[src/rtl/serial_sub_unit_pkg.sv]
// Shared types and helpers for the bit-serial subtractor.
// Holds the controller state encoding and the step-counter width function.
package serial_sub_unit_pkg;

    typedef enum logic [1:0] {
        ST_IDLE = 2'd0,
        ST_RUN  = 2'd1,
        ST_DONE = 2'd2
    } state_t;

    // Bits needed to hold the values 0..n, so the counter never wraps
    function automatic int cnt_width(input int n);
        int w;
        w = $clog2(n + 1);
        return (w < 1) ? 1 : w;
    endfunction

endpackage

[src/rtl/serial_sub_unit_sub_slice.sv]
// Combinational STEP-bit ripple-borrow subtract slice: diff = x - y - bin.
// Holds no state; the owning unit supplies and stores the running borrow.
module sub_slice #(
    parameter int STEP = 1
) (
    input  logic [STEP-1:0] x,
    input  logic [STEP-1:0] y,
    input  logic            bin,
    output logic [STEP-1:0] diff,
    output logic            bout
);

    logic br;

    always_comb begin
        diff = '0;
        br   = bin;
        for (int i = 0; i < STEP; i++) begin
            diff[i] = x[i] ^ y[i] ^ br;
            br      = (~x[i] & y[i]) | (~(x[i] ^ y[i]) & br);
        end
        bout = br;
    end

endmodule

[src/rtl/serial_sub_unit.sv]
// Serial subtractor: computes a - b - bin over WIDTH/STEP cycles, STEP bits per cycle,
// and publishes difference, borrow, overflow and zero flags together on completion.
//
//   state   | meaning
//   --------+---------------------------------------------------------------
//   ST_IDLE | waiting for start; last result held on outputs
//   ST_RUN  | one STEP-bit slice subtracted per cycle, busy high
//   ST_DONE | result just published, done high for one cycle; start accepted
module serial_sub_unit
    import serial_sub_unit_pkg::*;
#(
    parameter int WIDTH = 8,
    parameter int STEP  = 1
) (
    input  logic             clk,
    input  logic             rst_n,
    input  logic             start,
    input  logic [WIDTH-1:0] a,
    input  logic [WIDTH-1:0] b,
    input  logic             bin,
    output logic             busy,
    output logic             done,
    output logic [WIDTH-1:0] d,
    output logic             bout,
    output logic             ovf,
    output logic             zero
);

    localparam int N  = WIDTH / STEP;
    localparam int CW = cnt_width(N);
    localparam logic [CW-1:0] LAST = CW'(N - 1);

    if ((WIDTH % STEP) != 0 || WIDTH < 2 || WIDTH > 64) begin : g_param_check
        $error("serial_sub_unit: WIDTH must be 2..64 and a multiple of STEP");
    end

    state_t           state;
    logic [WIDTH-1:0] a_sh;
    logic [WIDTH-1:0] b_sh;
    logic [WIDTH-1:0] acc;
    logic [WIDTH-1:0] acc_next;
    logic             br;
    logic [CW-1:0]    cnt;
    logic             a_msb;
    logic             b_msb;
    logic [STEP-1:0]  s_diff;
    logic             s_bout;

    sub_slice #(
        .STEP (STEP)
    ) u_slice (
        .x    (a_sh[STEP-1:0]),
        .y    (b_sh[STEP-1:0]),
        .bin  (br),
        .diff (s_diff),
        .bout (s_bout)
    );

    // Difference bits enter at the top and walk down, so after N steps
    // the accumulator holds the full result in natural bit order.
    if (STEP == WIDTH) begin : g_acc_single
        assign acc_next = s_diff;
    end else begin : g_acc_shift
        assign acc_next = {s_diff, acc[WIDTH-1:STEP]};
    end

    always_ff @(posedge clk or negedge rst_n) begin
        if (!rst_n) begin
            state <= ST_IDLE;
            a_sh  <= '0;
            b_sh  <= '0;
            acc   <= '0;
            br    <= 1'b0;
            cnt   <= '0;
            a_msb <= 1'b0;
            b_msb <= 1'b0;
            busy  <= 1'b0;
            done  <= 1'b0;
            d     <= '0;
            bout  <= 1'b0;
            ovf   <= 1'b0;
            zero  <= 1'b0;
        end else begin
            case (state)
                ST_IDLE, ST_DONE: begin
                    done <= 1'b0;
                    if (start) begin
                        a_sh  <= a;
                        b_sh  <= b;
                        br    <= bin;
                        acc   <= '0;
                        cnt   <= '0;
                        a_msb <= a[WIDTH-1];
                        b_msb <= b[WIDTH-1];
                        busy  <= 1'b1;
                        state <= ST_RUN;
                    end else begin
                        state <= ST_IDLE;
                    end
                end
                ST_RUN: begin
                    a_sh <= a_sh >> STEP;
                    b_sh <= b_sh >> STEP;
                    br   <= s_bout;
                    acc  <= acc_next;
                    cnt  <= cnt + 1'b1;
                    if (cnt == LAST) begin
                        state <= ST_DONE;
                        busy  <= 1'b0;
                        done  <= 1'b1;
                        d     <= acc_next;
                        bout  <= s_bout;
                        ovf   <= (a_msb ^ b_msb) & (a_msb ^ acc_next[WIDTH-1]);
                        zero  <= (acc_next == '0);
                    end
                end
                default: begin
                    state <= ST_IDLE;
                    busy  <= 1'b0;
                    done  <= 1'b0;
                end
            endcase
        end
    end

endmodule

[config.mk]
export PLATFORM = sky130hd
export DESIGN_NAME = serial_sub_unit
export DESIGN_NICKNAME = d
export VERILOG_FILES = /design/src/rtl/serial_sub_unit_pkg.sv /design/src/rtl/serial_sub_unit_sub_slice.sv /design/src/rtl/serial_sub_unit.sv
export SDC_FILE = /design/constraint.sdc
export NUM_CORES = 1
export LEC_CHECK = 0
export BUFFER_PORTS_ARGS = -buffer_cell sky130_fd_sc_hd__buf_4
export CAP_MARGIN = 40
export CORE_MARGIN = 1.5
export CORE_UTILIZATION = 49
export CTS_CLUSTER_DIAMETER = 30
export DETAILED_ROUTE_END_ITERATION = 8
export PLACE_DENSITY = 0.76
export SETUP_SLACK_MARGIN = 0.05
export SLEW_MARGIN = 20
export SYNTH_ARGS = -nofsm -noshare
export SYNTH_HDL_FRONTEND = slang
export SYNTH_SLANG_ARGS = --single-unit
[constraint.sdc]
create_clock -name clk -period 1.55 [get_ports clk]
set_clock_uncertainty 0.1 [all_clocks]
set_input_delay 0.3875 -clock clk [delete_from_list [all_inputs] [get_ports clk]]
set_output_delay 0.3875 -clock clk [all_outputs]
set_load 0.02 [all_outputs]
==> out/metrics.csv, run 1 <==
metric,value,unit
slowest_delay,0.51,ns
grt_first_pass_wirelength,6444,um
synth_top_family_by_area,compound AO/OA/AOI/OAI gates,
switchingPower,0.001843,W
gr-total-overflow,0,
worstMarginPinSlew,0.5370,ns
hp-start,b[0],
first_pass_iters,4,
drive_gt1_share,40.43,%
end_kind,flip-flop,
synthMuxAreaShare,9.745,%
cts_tree,built,
failed_checks,setup timing,
total_power,0.005234,W
peakVddDrop,0.8027,mV
fin_nets,210,
critPathMaxFanout,2,
grt_pass1_vias,1346,
required,1.68,ns
switching_share,35.21,%
critPathArrivalTime,1.70,ns
setup_ws,-0.01827,ns
rows,22,
vias,1289,
maxSlewHeadroom,64.20,%
totalWireLength,3701,um
area_growth,27.27,%
cp_num_buf_inv,1,
r2r_slack,-0.02,ns
synth-seq-cells,44,
seqPwrFrac,39.4,%
wl_per_cell,15.68,um
cap_violations,0,
grt_usage,20.59,%
cp_slowest_cell,fa_1,
gp_congestion,0.7394,
post_drt_via_cell_ratio,5.462,
hold_class,input port to flip-flop,
synth_compound_area_share,17.79,%
worstSetupStartpointType,flip-flop,
min_path_cells,2,
clk_pin_slew,0.08,ns
p_comb_share,47.6,%
hpwl,2442,um
p_int,0.003391,W
r2r_start,b_sh[0]$_DFFE_PN0P_,
period_minus_slack,1.568,ns
ys_seq_area_share,57.55,%
r2r_cells,5,
fin_crit_sh,101.2,%
avgSynthCellArea,13.86,um2
yosysWarnings,0,
die-width,65.49,um
core-area,0.003716,mm2
htreeDepth,2,
dieArea,0.004288,mm2
initial_core_util,51.48,%
p_clk_share,13.1,%
syn_inst,138,
postRouteAntennaNets,0,
cp.depth,5,
pre_cts_slack,-0.09192,ns
drv_slew,0,
diodes,0,
rsz0062_at_grt,true,
p_leak,1.241,nW
cts_inserted_buffers,5,
yosys.area_share.simple,6.671,%
finalHoldViolCount,0,
io_buffer_count,32,
r2r-end,zero$_DFFE_PN0P_,
syn_area,0.001913,mm2
path_cells,"inv_2, fa_1, nor4_2, nand2_1, mux2i_1",
syn_nets,161,
power_density,2150,mW/mm2
die_h,65.49,um
clock_latency,0.30,ns
grt_max_degree,45,
fmax,637.6,MHz
fillers,290,
antenna_found_initial,0,
clock_path_buffers,2,
drt_iter0_markers,108,
cpLargestDelayFamily,adder cells,
cts_root_buffer,clkbuf_8,
status,"finished, violations left",
synthAdderAreaFrac,2.747,%
drc_errors,0,
cts_sinks,44,
synth_xor_area_share,0.4578,%
setup_viol,2,
synth_cell_types,30,
worstHoldEndpoint,b_sh[0]$_DFFE_PN0P_,
io_pins,33,
critPathKind,flip-flop to flip-flop,
[placed cells by master, fill, tap and decap left out, types with 2 or more instances in the layout]
cell type / instances
mux2_2: 2
fa_1: 2
nand2_1: 2
nand2b_1: 3
buf_8: 2
a22o_1: 22
mux2_4: 9
a221o_1: 3
dfrtp_1: 43
nand3b_1: 2
inv_2: 2
inv_1: 3
nor2_1: 3
buf_4: 44
mux2i_1: 4
clkbuf_8: 5
nor3_1: 2
buf_6: 2
a21o_1: 13
clkbuf_1: 2
nor2b_4: 2
[registers in the layout, summed over array words and instances, names as in the netlist]
| name | flops |
|---|---|
| state | 2 |
| a_sh | 8 |
| cnt | 4 |
| d | 8 |
| bout | 1 |
| busy | 1 |
| a_msb | 1 |
| zero | 1 |
| b_sh | 8 |
| ovf | 1 |
| br | 1 |
| acc | 7 |
| b_msb | 1 |
[metrics by stage]
step	utilization, %	setup TNS [ns]	std cells	instance area [um2]	hold slack, ns
final	65.52	-0.03249	236	2435	0.2180
after global routing	65.52	-0.2137	236	2435	0.2036
after CTS	64.21	-0.02723	233	2386	0.2129
after detailed placement	60.03	-0.1056	219	2231	0.3094
after global placement	60.03	0	219	2231	0.3063
after floorplan	-	0	138	1918	-0.008091
[cell usage after synthesis]
| library cell | n | area [um2] |
|---|---|---|
| a21o_1 | 13 | 97.59 |
| a221o_1 | 3 | 30.03 |
| a22o_1 | 22 | 192.7 |
| and4b_4 | 1 | 13.76 |
| buf_12 | 1 | 20.02 |
| buf_2 | 4 | 20.02 |
| buf_4 | 2 | 15.01 |
| buf_6 | 2 | 22.52 |
| dfrtp_1 | 44 | 1101 |
| fa_1 | 2 | 40.04 |
| ha_1 | 1 | 12.51 |
| inv_1 | 5 | 18.77 |
| mux2_1 | 1 | 11.26 |
| mux2_2 | 4 | 45.04 |
| mux2_4 | 6 | 90.09 |
| mux2i_1 | 4 | 40.04 |
| nand2_1 | 2 | 7.510 |
| nand2b_1 | 3 | 18.77 |
| nand3b_1 | 2 | 15.01 |
| nand4_1 | 1 | 6.260 |
| nor2_1 | 3 | 11.26 |
| nor2_2 | 1 | 6.260 |
| nor2b_1 | 2 | 12.51 |
| nor2b_4 | 1 | 13.76 |
| nor3_1 | 2 | 10.01 |
| nor4_1 | 2 | 12.51 |
| o21ai_0 | 1 | 5.000 |
| o22ai_1 | 1 | 6.260 |
| o2bb2ai_1 | 1 | 8.760 |
| xnor2_1 | 1 | 8.760 |
[cell families (layout without fill, tap and decap cells)]
logic type	after synthesis	count (layout)
AO/OA/AOI/OAI	41	41
AND/OR/NAND/NOR	20	21
flip-flops	44	44
buffers and inverters	14	63
adder cells (fa/ha/maj)	3	3
multiplexers	15	15
XOR/XNOR	1	1
[final cells by class]
type                       instances  area [um2]  area share [%]
multi-input combinational         81       759.5           31.19
timing repair buffer              50       412.9           16.96
inverter                           5       18.77          0.7708
clock buffer                       7       76.32           3.135
tap                               48       60.06           2.467
clock inverter                     1       5.005          0.2055
sequential                        44        1102           45.27
[power by group through the flow]
stage                     clock network (W)  registers (W)  logic [W]
after floorplan                           0        0.00214    0.00145
after global placement                    0        0.00202    0.00216
after detailed placement                  0        0.00206    0.00224
after CTS                          0.000705        0.00206    0.00240
after global routing               0.000758        0.00212    0.00273
final                              0.000684        0.00206    0.00249
[worst max-delay path by stage]
stage                              startpoint                to  slack (ns)
after floorplan           a_sh[0]$_DFFE_PN0P_   ovf$_DFFE_PN0P_        0.03
after global placement    a_sh[0]$_DFFE_PN0P_   ovf$_DFFE_PN0P_        0.02
after detailed placement  b_sh[0]$_DFFE_PN0P_  zero$_DFFE_PN0P_       -0.09
after CTS                 b_sh[0]$_DFFE_PN0P_  zero$_DFFE_PN0P_       -0.02
after global routing      b_sh[0]$_DFFE_PN0P_  zero$_DFFE_PN0P_       -0.15
final                     b_sh[0]$_DFFE_PN0P_  zero$_DFFE_PN0P_       -0.02
[timing repair]
action | in CTS | in global routing
hold buffers | 1 | 0
setup endpoints to repair | 15 | 24
hold endpoints to repair | 44 | 0
gates resized for setup | 6 | 7
setup buffers | 4 | 3
cloned | 1 | 0
pin swaps | 1 | 2
[metal layers]
layer / part of all wire (%) / routed length, um / global-route usage [%]
met1: 43 / 1608 / 25.92
met3: 4.8 / 179 / 7.021
met4: 1.7 / 64 / 8.073
met5: 0 / 0 / 0
met2: 50 / 1849 / 32.78
Note: power is estimated with default switching activity, not from simulation.
==> run 2, diff against run 1 <==
Settings changed: BUFFER_PORTS_ARGS -buffer_cell sky130_fd_sc_hd__buf_4 to default, CORE_UTILIZATION 49 to 55, DONT_BUFFER_PORTS from default to 1, PLACE_DENSITY 0.76 to 0.75.
==> out/metrics.csv, run 2 (synthesized netlist as in run 1, its figures left out) <==
metric,value,unit,change
end_kind,flip-flop,,unchanged
area_growth,13.21,%,was 27.27%
peakVddDrop,0.8975,mV,was 0.8027 mV
dieArea,0.003841,mm2,was 0.004288 mm2
hpwl,2323,um,was 2442 um
io_buffer_count,0,,was 32
period_minus_slack,1.611,ns,was 1.568 ns
clk_pin_slew,0.14,ns,was 0.08 ns
fillers,283,,was 290
failed_checks,setup timing,,unchanged
path_cells,"inv_2, fa_1, nand2_1, o22ai_1, mux2_4",,"was inv_2, fa_1, nor4_2, nand2_1, mux2i_1"
drc_errors,0,,unchanged
first_pass_iters,4,,unchanged
cpLargestDelayFamily,adder cells,,unchanged
post_drt_via_cell_ratio,5.985,,was 5.462
required,1.72,ns,was 1.68 ns
critPathArrivalTime,1.78,ns,was 1.70 ns
grt_max_degree,45,,unchanged
r2r_slack,-0.06,ns,was -0.02 ns
gp_congestion,0.7524,,was 0.7394
power_density,2283,mW/mm2,was 2150 mW/mm2
worstSetupStartpointType,flip-flop,,unchanged
initial_core_util,57.33,%,was 51.48%
drt_iter0_markers,51,,was 108
fmax,620.9,MHz,was 637.6 MHz
clock_latency,0.36,ns,was 0.30 ns
cp_slowest_cell,fa_1,,unchanged
cap_violations,0,,unchanged
htreeDepth,2,,unchanged
io_pins,33,,unchanged
cts_sinks,44,,unchanged
critPathMaxFanout,3,,was 2
worstHoldEndpoint,a_sh[7]$_DFFE_PN0P_,,was b_sh[0]$_DFFE_PN0P_
total_power,0.004944,W,was 0.005234 W
min_path_cells,1,,was 2
r2r_cells,5,,unchanged
cts_inserted_buffers,5,,unchanged
fin_nets,174,,was 210
status,"finished, violations left",,unchanged
final_cell_mix,"dfrtp_1, a22o_1, a21o_1",,"was buf_4, dfrtp_1, a22o_1"
clock_path_buffers,2,,unchanged
diodes,0,,unchanged
p_leak,1.068,nW,was 1.241 nW
totalWireLength,3459,um,was 3701 um
r2r-end,ovf$_DFFE_PN0P_,,was zero$_DFFE_PN0P_
drive_gt1_share,27.63,%,was 40.43%
setup_viol,3,,was 2
reg_top3,"a_sh x8, b_sh x8, d x8",,unchanged
hp-start,a[7],,was b[0]
slowest_delay,0.50,ns,was 0.51 ns
grt_usage,19.21,%,was 20.59%
die_h,61.98,um,was 65.49 um
finalHoldViolCount,0,,unchanged
final_common_cell,dfrtp_1,,was buf_4
r2r_start,a_sh[0]$_DFFE_PN0P_,,was b_sh[0]$_DFFE_PN0P_
setup_ws,-0.06061,ns,was -0.01827 ns
cts_tree,built,,unchanged
rsz0062_at_grt,true,,unchanged
die-width,61.98,um,was 65.49 um
tns,-0.09021,ns,was -0.03249 ns
fin_crit_sh,103.9,%,was 101.2%
critPathKind,flip-flop to flip-flop,,unchanged
rows,21,,was 22
vias,1185,,"was 1,289"
gr-total-overflow,0,,unchanged
wl_per_cell,17.47,um,was 15.68 um
drv_slew,0,,unchanged
postRouteAntennaNets,0,,unchanged
grt_pass1_vias,1175,,"was 1,346"
hold_class,input port to flip-flop,,unchanged
antenna_found_initial,0,,unchanged
cp_num_buf_inv,1,,unchanged
cts_root_buffer,clkbuf_4,,was clkbuf_8
core-area,0.003337,mm2,was 0.003716 mm2
maxSlewHeadroom,82.84,%,was 64.20%
worstMarginPinSlew,0.2551,ns,was 0.5370 ns
grt_first_pass_wirelength,5230,um,was 6444 um
==> run 2: cell count changes in the layout (fill, tap and decap cells not counted), sizes merged <==
cell / change
and4b: -1
buf: -35
bufinv: +1
clkbuf: -2
clkinvlp: +1
==> run 2: final cells by class <==
class                           count  area [um2]  share of cell area [%]
Tap cell                           46       57.56                   2.657
Multi-Input combinational cell     80       752.0                   34.72
Clock buffer                        5       37.54                   1.733
Timing Repair Buffer               15       155.1                   7.163
Clock inverter                      3       42.54                   1.964
Inverter                            5       18.77                  0.8666
Sequential cell                    44        1102                   50.90
==> run 2: worst reg2reg max path, stage by stage (launching register included) <==
cell and delay [ns]:
dfrtp_1 0.43, inv_2 0.06, fa_1 0.50, nand2_1 0.10
o22ai_1 0.06, mux2_4 0.26
==> run 2: metal layers <==
layer | track usage (%) | up-vias | wire length [um]
met5 | 0 | - | 0
met4 | 6.383 | 0 | 46
met3 | 7.660 | 4 | 176
met2 | 32.74 | 31 | 1857
met1 | 21.95 | 616 | 1379
li1 | - | 534 | -
==> run 2: metrics by stage <==
step           setup slack (ns)  utilization (%)  cell area [um2]  hold slack [ns]  instances
6_report               -0.06061            64.90             2166          0.05714        198
5_1_grt                 -0.1696            64.90             2166          0.02704        198
4_1_cts                -0.05442            63.85             2131          0.04772        198
3_5_place_dp           -0.06961            59.43             1983        -0.007208        186
3_3_place_gp            0.01482            59.43             1983        -0.006829        186
2_1_floorplan           0.03308                -             1918        -0.008091        138
==> run 2: repair_timing <==
action | 4_1_cts | 5_1_grt
gates cloned | 0 | 0
setup buffers | 2 | 0
endpoints found under the setup margin | 28 | 28
endpoints found under the hold margin | 44 | 0
hold buffers | 2 | 0
pin swaps | 3 | 0
resized for setup | 5 | 7
==> run 2: worst max path at each step <==
| stage | depth (start not counted) | startpoint | slack (ns) | end |
|---|---|---|---|---|
| 2_1_floorplan | 4 | a_sh[0]$_DFFE_PN0P_ | 0.03 | ovf$_DFFE_PN0P_ |
| 3_3_place_gp | 4 | a_sh[0]$_DFFE_PN0P_ | 0.01 | ovf$_DFFE_PN0P_ |
| 3_5_place_dp | 5 | a_sh[0]$_DFFE_PN0P_ | -0.07 | ovf$_DFFE_PN0P_ |
| 4_1_cts | 5 | a_sh[0]$_DFFE_PN0P_ | -0.05 | ovf$_DFFE_PN0P_ |
| 5_1_grt | 5 | b_sh[0]$_DFFE_PN0P_ | -0.17 | zero$_DFFE_PN0P_ |
| 6_report | 5 | a_sh[0]$_DFFE_PN0P_ | -0.06 | ovf$_DFFE_PN0P_ |
==> run 2: power by group <==
| group | total (W) | switching (W) | internal (W) |
|---|---|---|---|
| registers | 0.00223 | 0.000567 | 0.00166 |
| clock network | 0.000712 | 0.000376 | 0.000336 |
| logic | 0.00201 | 0.000856 | 0.00115 |
| total | 0.00494 | 0.00180 | 0.00315 |
